`config.mk`:
```
export PLATFORM = sky130hd
export DESIGN_NAME = mux_32x8
export DESIGN_NICKNAME = d
export VERILOG_FILES = /design/src/rtl/mux_32x8.sv
export SDC_FILE = /design/constraint.sdc
export NUM_CORES = 1
export LEC_CHECK = 0
export BUFFER_PORTS_ARGS = -buffer_cell sky130_fd_sc_hd__buf_2
export CORE_ASPECT_RATIO = 1.1
export CORE_UTILIZATION = 45
export CTS_BUF_LIST = sky130_fd_sc_hd__clkbuf_8 sky130_fd_sc_hd__clkbuf_16
export DETAILED_ROUTE_END_ITERATION = 7
export PLACE_DENSITY = 0.76
export SLEW_MARGIN = 20
export SYNTH_ARGS = -nofsm -noshare
export SYNTH_HDL_FRONTEND = slang
export SYNTH_SLANG_ARGS = --single-unit
```
`constraint.sdc`:
```
create_clock -name clk_4f -period 2.7 [get_ports clk_4f]
set_input_delay 0.27 -clock clk_4f [delete_from_list [all_inputs] [get_ports clk_4f]]
set_output_delay 0.27 -clock clk_4f [all_outputs]
set_load 0.02 [all_outputs]
```
`src/rtl/mux_32x8.sv`:
```
// ---------------------------------------------------------------------------
// mux_32x8 -- 32-bit to 8-bit serializer (transmit side of the 8x32 demux).
//
// A 32-bit word is accepted with a valid/ready handshake and sent out as
// four bytes on consecutive clk_4f cycles, most significant byte first.
// A new word can be accepted on the cycle that shows the last byte of the
// current word, so back-to-back words form a gapless byte stream.
//
// Ports:
//   clk_4f          in   1   byte-rate clock, all state on rising edge
//   reset_L         in   1   asynchronous active-low reset
//   data_in_32x8    in   32  parallel word to serialize
//   valid_in_32x8   in   1   data_in_32x8 is valid
//   ready_out_32x8  out  1   a word offered now is taken on the next edge
//   data_out_32x8   out  8   serial byte (registered)
//   valid_out_32x8  out  1   data_out_32x8 carries a byte (registered)
//   words_sent      out  8   completed-word counter, wraps at 256
//
// Configuration macro:
//   IDLE_CHAR_EN    when defined, data_out_32x8 shows 8'hBC while no byte
//                   is being sent (outside reset); otherwise it shows 8'h00.
// ---------------------------------------------------------------------------
module mux_32x8 (
  input  logic        clk_4f,
  input  logic        reset_L,
  input  logic [31:0] data_in_32x8,
  input  logic        valid_in_32x8,
  output logic        ready_out_32x8,
  output logic [7:0]  data_out_32x8,
  output logic        valid_out_32x8,
  output logic [7:0]  words_sent
);

  typedef enum logic {
    IDLE = 1'b0,
    SEND = 1'b1
  } state_t;

`ifdef IDLE_CHAR_EN
  localparam logic [7:0] IDLE_BYTE = 8'hBC;
`else
  localparam logic [7:0] IDLE_BYTE = 8'h00;
`endif

  state_t      state_q, state_d;
  logic [1:0]  idx_q, idx_d;
  logic [31:0] shift_q, shift_d;
  logic [7:0]  data_q, data_d;
  logic        valid_q, valid_d;
  logic [7:0]  words_q, words_d;
  logic        lastByte;
  logic        accept;

  assign lastByte       = (state_q == SEND) && (idx_q == 2'd3);
  assign ready_out_32x8 = (state_q == IDLE) || lastByte;
  assign accept         = valid_in_32x8 && ready_out_32x8;

  // Next-state logic. The first byte goes straight from the input to the
  // output register, so the shift register only needs to hold the three
  // remaining bytes, left-aligned; each SEND step emits its top byte.
  always_comb begin
    state_d = state_q;
    idx_d   = idx_q;
    shift_d = shift_q;
    data_d  = data_q;
    valid_d = valid_q;
    words_d = words_q;

    // A word completes on every edge that leaves the last-byte cycle.
    if (lastByte) begin
      words_d = words_q + 8'd1;
    end

    if (accept) begin
      state_d = SEND;
      idx_d   = 2'd0;
      shift_d = {data_in_32x8[23:0], 8'h00};
      data_d  = data_in_32x8[31:24];
      valid_d = 1'b1;
    end else if ((state_q == SEND) && !lastByte) begin
      idx_d   = idx_q + 2'd1;
      shift_d = {shift_q[23:0], 8'h00};
      data_d  = shift_q[31:24];
      valid_d = 1'b1;
    end else begin
      state_d = IDLE;
      idx_d   = 2'd0;
      data_d  = IDLE_BYTE;
      valid_d = 1'b0;
    end
  end

  // State registers; reset discards any partially sent word.
  always_ff @(posedge clk_4f or negedge reset_L) begin
    if (!reset_L) begin
      state_q <= IDLE;
      idx_q   <= 2'd0;
      shift_q <= 32'h0;
      data_q  <= 8'h00;
      valid_q <= 1'b0;
      words_q <= 8'h00;
    end else begin
      state_q <= state_d;
      idx_q   <= idx_d;
      shift_q <= shift_d;
      data_q  <= data_d;
      valid_q <= valid_d;
      words_q <= words_d;
    end
  end

  assign data_out_32x8  = data_q;
  assign valid_out_32x8 = valid_q;
  assign words_sent     = words_q;

endmodule

```
==> metrics.md, run 1 <==
| Metric | Value |
|---|---|
| Pre-CTS WS | 1.20 ns |
| Hold buffers post-CTS | 0 |
| Unrepaired setup endpoints after global routing | no |
| Synth top area cells | dfrtp_1 58%, mux2i_1 13%, nand2_1 7.4%, o21ai_0 4.2%, buf_6 2.4% |
| Routed via count | 1316 |
| Peak VDD IR | 0.401 mV |
| Max_cap viols | 0 |
| Slew Limit Headroom | 36.0% |
| Mean post-synth cell area | 11.2 um2 |
| FP Rows | 24 |
| Worst setup SP type | flop |
| Register area | 1100 um2 |
| Post-detailed-route via-to-cell ratio | 4.84 |
| Clk_lat worst skew | 0.29 ns |
| Die area | 4460 um2 |
| Placer congestion estimate | 0.735 |
| Global-route wire length before repair | 5630 um |
| Min-delay worst type | primary input to async pin |
| CTS Buf Count | 5 |
| R2R cell count | 4 |
| Met2 routed WL | 1590 um |
| Core Area | 3990 um2 |
| Reg-to-reg setup timing slack | 1.21 ns |
| Largest net degree at the start of global routing | 50 |
| Setup violations, final | 0 |
| PD cells | 1010 nW/um2 |
| Layout fillers | 377 |
| DR pass1 iterations | 4 |
| Final WL | 3290 um |
| Clock Skew | 0.00555 ns |
| Final hold vios | 0 |
| Die Width | 63.8 um |
| Gr ovfl total | 0 |
| Crit path DAT | 1.37 ns |
| Commonest cells in the netlist | 44 x dfrtp_1, 37 x nand2_1, 24 x mux2i_1, 16 x o21ai_0, 10 x nor2_1 |
| Clock sink count | 44 |
| Critical Path Fanout Max | 12 |
| Top-count cell post-synth | dfrtp_1 |
| Initial core utilization | 47.3% |
| IO buf count | 52 |
| I/O pins | 53 |
| Worst-margin pin slew | 0.961 ns |
| Die Height | 70.0 um |
| Status | complete, no violations |
| Clock tree buffer depth | 2 |
| Yosys reg bits | 44 |
| Period utilization | 60.6% |
| Clock slew at reported path FFs | 0.08 ns |
| Initial antenna violation count | 0 |
| Synth async-reset ratio | 100% |
| Area Overhead vs Synth | 20.3% |
| Post-synth EDFFs | 0 |
| Top FF cell, synth | dfrtp_1 |
| Reg2reg start | idx_q[0] |
| Diodes inserted | 0 |
| Post-Syn Instances | 169 |
| Drt drc | 0 |
| Post-route antenna net violation count | 0 |
| Reg2reg end | shift_q[30] |
| Number of global-route vias before repair | 1313 |
| Synthesized area | 1890 um2 |
| TNS Setup | 0 ns |
| Top layer in use | met4 |
| Register area share after synthesis | 58.3% |
| Overall Power | 2.29 mW |
| Crit Path Category | flop to output pin |
| Worst Path Required | 2.43 ns |
| Endpoint class of the critical path | output pin |
| DR WL/cell | 12.1 um |
| Ratio of cells with drive above 1 in the final layout | 30.0% |
| Pleak | 1.21 nW |
| Netlist cell types | 23 |
| DR WL met3 | 143 um |
| Synth top area share | 58.3% |
| Synth Warn # | 0 |
| Met1 wire length | 1500 um |
| DP Wirelength | 2240 um |
| H-Tree Depth | 2 |
| Area of the multi-input gates | 708 um2 |
| Final core utilization | 56.9% |
| Final Max Slew Viols | 0 |
| Mapped Nets | 206 |
| Overall routing resource usage | 16.6% |
| Initial drt markers | 57 |
| TritonCTS clock tree | yes |
| Final net count | 256 |
| Max frequency | 611 MHz |
| Final setup margin | 1.06 ns |
| Root Buffer | clkbuf_8 |
| Resize count post-CTS | 0 |
| Largest area contributor in the netlist | dfrtp_1 |
| Postcts setup bufs | 0 |
| Minimum clock period | 1.64 ns |
[worst max-delay path by stage]
stage | start | endpoint | slack [ns] | depth (start not counted)
floorplan | idx_q[0] | ready_out_32x8 | 1.42 | 4
global placement | idx_q[0] | shift_q[23] | 1.27 | 4
detailed placement | idx_q[0] | shift_q[19] | 1.20 | 4
CTS | idx_q[0] | ready_out_32x8 | 1.05 | 4
global route | idx_q[0] | ready_out_32x8 | 1.01 | 4
finish | idx_q[0] | ready_out_32x8 | 1.06 | 4
[flip-flops by register name, summed over array words and instances, names as in the netlist]
signal,count
idx_q,2
shift_q,24
state_q,1
valid_out_32x8,1
data_out_32x8,8
words_sent,8
[cell families after synthesis]
logic type / count (synthesis) / share of synthesized area (%)
DFF: 44 / 58.3
muxes: 25 / 13.3
adders and majority gates: 2 / 1.32
buffers and inverters: 11 / 4.24
and+or+nand+nor: 64 / 15.4
AOI/OAI and AO/OA: 16 / 4.24
xor gates and xnor gates: 7 / 3.25
[critical path, cell delays in order (launching register included)]
cell,delay [ns]
dfrtp_1,0.39
ha_1,0.27
nor2b_4,0.14
inv_2,0.10
buf_2,0.17
[area by class of cell]
type / count / area share, %
clock buffer: 7 / 4.24
clock inverter: 1 / 1.32
inverter: 1 / 0.165
multi-input combinational: 114 / 31.2
sequential: 44 / 48.5
tap: 52 / 2.86
timing repair buffer: 53 / 11.8
[power by group]
part | internal, mW | leakage (nW) | switching (mW)
Clock | 0.326 | 0.0645 | 0.217
Sequential | 0.887 | 0.575 | 0.126
Combinational | 0.269 | 0.571 | 0.466
[stage by stage]
step	hold WS [ns]	std cells	area [um2]
floorplan	-0.0256	169	1890
global placement	0.418	264	2150
detailed placement	0.428	264	2150
CTS	0.160	272	2270
global route	0.211	272	2270
finish	0.126	272	2270
[per-layer routing]
layer / GRT usage (%) / up-vias
li1: - / 658
met1: 21.1 / 611
met2: 27.0 / 42
met3: 2.94 / 5
met4: 8.33 / 0
met5: 0 / -
[cells in the final DEF, fill, tap and decap left out, drive strengths merged]
cell type   n
dfrtp      44
mux2        1
nor2       10
nand2b      2
nor2b       1
mux2i      24
inv         1
and4        1
nand4       1
bufinv      1
ha          2
clkbuf      7
o21ai      16
and3        1
and2        1
xnor2       5
buf        53
nand2      37
nor3        1
xor2        2
nand3       9
Note: power is estimated with default switching activity, not from simulation.
==> run 2: changes to the inputs <==
==> constraint.sdc (replaced) <==
create_clock -name clk_4f -period 1.65 [get_ports clk_4f]
set_input_delay 0.165 -clock clk_4f [delete_from_list [all_inputs] [get_ports clk_4f]]
set_output_delay 0.165 -clock clk_4f [all_outputs]
set_load 0.02 [all_outputs]
==> run 2 against run 1 <==
Combinational power up 70%. Critical endpoint unchanged. Sequential power up 65%. Utilization up 0.22 points. Clock-buffer cell count down 1. Worst setup slack worse by 0.96 ns. Clock power up 22%. Sequential share of layout area down 0.19 points. Largest cell class unchanged. Register-to-register slack worse by 0.91 ns.
==> metrics.md, run 2 (same netlist as run 1, synthesis figures left out) <==
| Metric | Value |
|---|---|
| Status | complete, no violations (unchanged) |
| Peak VDD IR | 0.682 mV (was 0.401 mV) |
| Root Buffer | clkbuf_8 (unchanged) |
| Max frequency | 647 MHz |
| Combinational share of power | 34.9% (was 32.1%) |
| Unrepaired setup endpoints after global routing | no (unchanged) |
| Endpoint class of the critical path | output pin (unchanged) |
| Post-route antenna net violation count | 0 (unchanged) |
| Die Width | 63.8 um (unchanged) |
| Worst setup SP type | flop (unchanged) |
| Critical Path Fanout Max | 12 (unchanged) |
| Ratio of cells with drive above 1 in the final layout | 29.9% (was 30.0%) |
| Area of the multi-input gates | 708 um2 (unchanged) |
| Gr ovfl total | 0 (unchanged) |
| Clock slew at reported path FFs | 0.07 ns (was 0.08 ns) |
| Final setup margin | 0.104 ns (was 1.06 ns) |
| Pleak | 1.22 nW (was 1.21 nW) |
| Initial drt markers | 72 (was 57) |
| Final Max Slew Viols | 0 (unchanged) |
| Final net count | 260 (was 256) |
| Die Height | 70.0 um (unchanged) |
| DR WL/cell | 12.3 um (was 12.1 um) |
| Max_cap viols | 0 (unchanged) |
| Clock Skew | 0.00490 ns (was 0.00555 ns) |
| DR pass1 iterations | 4 (unchanged) |
| Biggest register | shift_q (unchanged) |
| FP Rows | 24 (unchanged) |
| Final hold vios | 0 (unchanged) |
| Sw power | 1.33 mW (was 810 uW) |
| Worst-margin pin slew | 0.550 ns (was 0.961 ns) |
| Register area | 1100 um2 (unchanged) |
| Seq pwr share | 46.6% (was 44.2%) |
| Min-delay worst type | primary input to flop (was primary input to async pin) |
| Diodes inserted | 0 (unchanged) |
| Pre-CTS WS | 0.296 ns (was 1.20 ns) |
| Clk_lat worst skew | 0.29 ns (about the same) |
| Crit Path Category | flop to output pin (unchanged) |
| Worst Path Required | 1.48 ns (was 2.43 ns) |
| DP Wirelength | 2370 um (was 2240 um) |
| Largest net degree at the start of global routing | 45 (was 50) |
| Die area | 4460 um2 (unchanged) |
| Overall routing resource usage | 17.3% (was 16.6%) |
| Number of global-route vias before repair | 1291 (was 1313) |
| Crit path DAT | 1.38 ns (was 1.37 ns) |
| Clk network pwr share | 18.5% (was 23.7%) |
| Area Overhead vs Synth | 20.7% (was 20.3%) |
| TNS Setup | 0 ns (unchanged) |
| Post-detailed-route via-to-cell ratio | 4.85 (was 4.84) |
| H-Tree Depth | 2 (unchanged) |
| Clock sink count | 44 (unchanged) |
| Max FFs per register | 24 (unchanged) |
| Internal Power | 2.25 mW (was 1.48 mW) |
| IO buf count | 52 (unchanged) |
| Period utilization | 93.7% |
| PD cells | 1570 nW/um2 (was 1010 nW/um2) |
| Initial core utilization | 47.3% (unchanged) |
| Initial antenna violation count | 0 (unchanged) |
| Placer congestion estimate | 0.715 (was 0.735) |
| Global-route wire length before repair | 5960 um (was 5630 um) |
| I/O pins | 53 (unchanged) |
| Final WL | 3400 um (was 3290 um) |
| Clock tree buffer depth | 2 (unchanged) |
| Setup violations, final | 0 (unchanged) |
| Layout fillers | 368 (was 377) |
| TritonCTS clock tree | yes (unchanged) |
| Slew Limit Headroom | 63.3% (was 36.0%) |
| Drt drc | 0 (unchanged) |
| Routed via count | 1338 (was 1316) |
| Most common cell after layout, fill and taps aside | buf_2 (unchanged) |
| Most frequent cells in the layout | 52 x buf_2, 44 x dfrtp_1, 37 x nand2_1 (unchanged) |
| Minimum clock period | 1.55 ns |
| CTS Buf Count | 5 (unchanged) |
| Core Area | 3990 um2 (unchanged) |
| Sw Share | 37.1% (was 35.3%) |
==> run 2: changes by cell type in the layout (fill, tap and decap cells not counted) <==
cell | previous run | this run
inv_1 | 0 | 2
dlygate4sd3_1 | 0 | 1
buf_12 | 0 | 1
bufinv_16 | 1 | 0
buf_4 | 1 | 3
clkbuf_8 | 7 | 6
==> run 2: layout make-up <==
| class | instances | share of cell area [%] |
|---|---|---|
| Clock buffer | 6 | 3.62 |
| Timing Repair Buffer | 57 | 13.7 |
| Clock inverter | 2 | 0.329 |
| Inverter | 1 | 0.165 |
| Multi-Input combinational cell | 114 | 31.0 |
| Sequential cell | 44 | 48.3 |
| Tap cell | 52 | 2.85 |
==> run 2: routing by layer <==
metal	wire length, um	up-vias	track usage [%]
met5	0	-	0
met4	26	0	4.55
met3	228	5	6.05
met2	1550	49	26.8
met1	1600	615	22.9
li1	-	669	-
==> run 2: power groups by stage <==
stage	Clock (mW)	Combinational, mW	Sequential, mW
6_report	0.662	1.25	1.67
5_1_grt	0.731	1.41	1.72
4_1_cts	0.684	1.27	1.67
3_5_place_dp	0	1.26	1.69
3_3_place_gp	0	1.22	1.67
2_1_floorplan	0	0.751	1.84
==> run 2: worst max-delay path, cell delays in order (launching register included) <==
cell and delay, ns:
dfrtp_1 0.39, ha_1 0.27, nor2b_4 0.15, inv_2 0.11
buf_2 0.17
==> run 2: final timing paths <==
path	from	to	slack, ns	depth (start not counted)
setup / recovery	idx_q[0]	ready_out_32x8	0.10	4
hold / removal	data_in_32x8[28]	data_out_32x8[4]	0.11	3
setup reg to reg	idx_q[0]	shift_q[23]	0.30	4
hold reg to reg	idx_q[0]	idx_q[0]	0.44	1
max in group asynchronous	reset_L	shift_q[30]	0.80	3
min in group asynchronous	reset_L	data_out_32x8[3]	0.48	3
==> run 2: what timing repair did <==
| action | CTS | global route |
|---|---|---|
| endpoints found under the hold margin | 44 | 0 |
| hold buffers | 1 | 0 |
| setup endpoints to repair | 0 | 0 |
| buffers inserted | 0 | 0 |
| resized for setup | 0 | 0 |
==> run 2: through the flow <==
stage | cell area, um2 | power [mW] | std cells | hold slack [ns] | util, %
after CTS | 2280 | 3.63 | 276 | 0.0980 | 57.1
after floorplan | 1890 | 2.59 | 169 | -0.131 | -
after detailed placement | 2180 | 2.95 | 267 | 0.275 | 54.6
after global routing | 2280 | 3.86 | 276 | 0.108 | 57.1
final | 2280 | 3.58 | 276 | 0.105 | 57.1
after global placement | 2180 | 2.89 | 267 | 0.272 | 54.6
==> run 3: changes to the inputs <==
--- a/config.mk
+++ b/config.mk
@@ -7,10 +7,10 @@
 export LEC_CHECK = 0
 export BUFFER_PORTS_ARGS = -buffer_cell sky130_fd_sc_hd__buf_2
 export CORE_ASPECT_RATIO = 1.1
-export CORE_UTILIZATION = 45
+export CORE_UTILIZATION = 51
 export CTS_BUF_LIST = sky130_fd_sc_hd__clkbuf_8 sky130_fd_sc_hd__clkbuf_16
 export DETAILED_ROUTE_END_ITERATION = 7
-export PLACE_DENSITY = 0.76
+export PLACE_DENSITY = 0.84
 export SLEW_MARGIN = 20
 export SYNTH_ARGS = -nofsm -noshare
 export SYNTH_HDL_FRONTEND = slang
==> run 3 against run 2 <==
Final cell count decreased by 1.1%. Critical path type unchanged. Critical endpoint unchanged. Power decreased by 0.29%. Global-route usage increased by 2.4 points.
==> metrics.md, run 3 (same netlist as run 1, synthesis figures left out) <==
| Metric | Value |
|---|---|
| Global-route wire length before repair | 5600 um (was 5960 um) |
| Layout Cells excl Fill | 273 (was 276) |
| Crit path DAT | 1.39 ns (was 1.38 ns) |
| Max_cap viols | 0 (unchanged) |
| Setup violations, final | 0 (unchanged) |
| Final core utilization | 66.7% (was 57.1%) |
| Final net count | 262 (was 260) |
| Crit path buf inv count | 2 (unchanged) |
| Status | complete, no violations (unchanged) |
| Hold Startpoint | data_in_32x8[30] (was data_in_32x8[28]) |
| DP Cell Count | 264 (was 267) |
| Critical Path Fanout Max | 12 (unchanged) |
| H-Tree Depth | 2 (unchanged) |
| Min-delay worst type | primary input to flop (unchanged) |
| Most frequent cells in the layout | 52 x buf_2, 44 x dfrtp_1, 37 x nand2_1 (unchanged) |
| Post-detailed-route via-to-cell ratio | 4.90 (was 4.85) |
| Unrepaired setup endpoints after global routing | no (unchanged) |
| Die Width | 60.0 um (was 63.8 um) |
| Clock tree buffer depth | 2 (unchanged) |
| Root Buffer | clkbuf_8 (unchanged) |
| Minimum clock period | 1.55 ns (about the same) |
| Pleak | 1.23 nW (was 1.22 nW) |
| Cell family with most CP delay | flip-flops (unchanged) |
| Final WL | 3300 um (was 3400 um) |
| Crit-path slowest cell | dfrtp_1 (unchanged) |
| Drt drc | 0 (unchanged) |
| Initial drt markers | 45 (was 72) |
| Reg-to-reg setup timing slack | 0.39 ns (was 0.30 ns) |
| Overall routing resource usage | 19.6% (was 17.3%) |
| Period utilization | 94.2% (was 93.7%) |
| Worst setup SP type | flop (unchanged) |
| Ratio of cells with drive above 1 in the final layout | 31.1% (was 29.9%) |
| Worst-margin pin slew | 0.649 ns (was 0.550 ns) |
| I/O pins | 53 (unchanged) |
| DR WL/cell | 12.1 um (was 12.3 um) |
| Area Overhead vs Synth | 21.4% (was 20.7%) |
| IO buf count | 52 (unchanged) |
| TNS Setup | 0 ns (unchanged) |
| CP peak stage delay | 0.39 ns (about the same) |
| Clk_lat worst skew | 0.29 ns (about the same) |
| Post-route antenna net violation count | 0 (unchanged) |
| PD cells | 1560 nW/um2 (was 1570 nW/um2) |
| Number of global-route vias before repair | 1309 (was 1291) |
| Reg2reg start | idx_q[0] (unchanged) |
| Max FFs per register | 24 (unchanged) |
| Most common cell after layout, fill and taps aside | buf_2 (unchanged) |
| R2R cell count | 4 (unchanged) |
| Largest net degree at the start of global routing | 48 (was 45) |
| Die Height | 65.8 um (was 70.0 um) |
| CTS Buf Count | 5 (unchanged) |
| Layout fillers | 285 (was 368) |
| Core Area | 3440 um2 (was 3990 um2) |
| Final setup margin | 0.0950 ns (was 0.104 ns) |
| Placer congestion estimate | 0.788 (was 0.715) |
| Crit-path cells | ha_2 -> nor2b_4 -> inv_2 -> buf_2 (was ha_1 -> nor2b_4 -> inv_2 -> buf_2) |
| Pre-CTS WS | 0.324 ns (was 0.296 ns) |
| Diodes inserted | 0 (unchanged) |
| Hold Path End | data_out_32x8[6] (was data_out_32x8[4]) |
| Initial core utilization | 54.9% (was 47.3%) |
| Max frequency | 643 MHz (was 647 MHz) |
| Reg2reg end | shift_q[16] (was shift_q[23]) |
| Routed via count | 1338 (unchanged) |
| Initial antenna violation count | 0 (unchanged) |
| Slew Limit Headroom | 56.7% (was 63.3%) |
| TritonCTS clock tree | yes (unchanged) |
| Final hold vios | 0 (unchanged) |
| Crit Path Category | flop to output pin (unchanged) |
| Clock Skew | 0.00510 ns (was 0.00490 ns) |
| FP Rows | 22 (was 24) |
| Endpoint class of the critical path | output pin (unchanged) |
| Clock slew at reported path FFs | 0.07 ns (about the same) |
| DR pass1 iterations | 4 (unchanged) |
| Die area | 3950 um2 (was 4460 um2) |
| DP Wirelength | 2390 um (was 2370 um) |
| Peak VDD IR | 0.945 mV (was 0.682 mV) |
| WHS Path Cells | 3 (unchanged) |
| Biggest register | shift_q (unchanged) |
| Gr ovfl total | 0 (unchanged) |
| Worst Path Required | 1.48 ns (about the same) |
| Overall Power | 3.57 mW (was 3.58 mW) |
| Final Max Slew Viols | 0 (unchanged) |
| Clock sink count | 44 (unchanged) |
run 3: cell types whose count changed in the layout (fill, tap and decap cells not counted):
| cell | previous run | this run |
|---|---|---|
| buf_4 | 3 | 4 |
| buf_12 | 1 | 2 |
| clkbuf_8 | 6 | 5 |
| ha_2 | 0 | 1 |
| inv_1 | 2 | 1 |
| ha_1 | 2 | 1 |
| clkinv_2 | 0 | 1 |
run 3: where the power goes:
group / total [mW] / switching (mW) / leakage, nW / internal [mW]
sequential: 1.67 / 0.215 / 0.575 / 1.45
combinational: 1.29 / 0.778 / 0.607 / 0.508
clock: 0.615 / 0.333 / 0.0452 / 0.281
total: 3.57 / 1.33 / 1.23 / 2.24
run 3: how the worst max path moves through the flow:
stage / start / endpoint / slack (ns) / cells past startpoint
final: idx_q[0] / ready_out_32x8 / 0.1 / 4
after global placement: idx_q[0] / shift_q[18] / 0.38 / 4
after CTS: idx_q[0] / ready_out_32x8 / 0.01 / 4
after floorplan: idx_q[0] / data_out_32x8[0] / 0.38 / 6
after detailed placement: idx_q[0] / shift_q[16] / 0.32 / 4
after global routing: idx_q[0] / ready_out_32x8 / 0.03 / 4
run 3: repair_timing:
item	in CTS	in global routing
hold buffers	1	0
resized for setup	0	1
hold endpoints to repair	28	0
endpoints found under the setup margin	0	1
setup buffers	0	1
run 3: per-stage QoR:
step | hold slack, ns | cell area [um2]
final | 0.103 | 2290
after global routing | 0.115 | 2290
after CTS | 0.0960 | 2280
after detailed placement | 0.229 | 2200
after global placement | 0.230 | 2200
after floorplan | -0.131 | 1890
run 3: layer usage:
metal	track usage, %	vias up	wire [um]
met5	0	-	0
met4	9.59	0	74
met3	4.70	7	138
met2	32.5	36	1620
met1	23.7	622	1470
li1	-	673	-
run 3: area by class of cell:
| cell class | instances | area (um2) | area share [%] |
|---|---|---|---|
| Sequential cell | 44 | 1100 | 48.0 |
| Multi-Input combinational cell | 114 | 711 | 31.0 |
| Timing Repair Buffer | 59 | 340 | 14.8 |
| Clock buffer | 5 | 68.8 | 3.00 |
| Tap cell | 48 | 60.1 | 2.62 |
| Clock inverter | 2 | 8.76 | 0.382 |
| Inverter | 1 | 3.75 | 0.164 |
run 3: worst register-to-register path, delay by kind of cell, from the launching register on:
family	cells	cell delay, ns
compound gates	1	0.13
fa+ha+maj	1	0.23
buf+inv	1	0.22
flops	1	0.39
simple gates	1	0.18
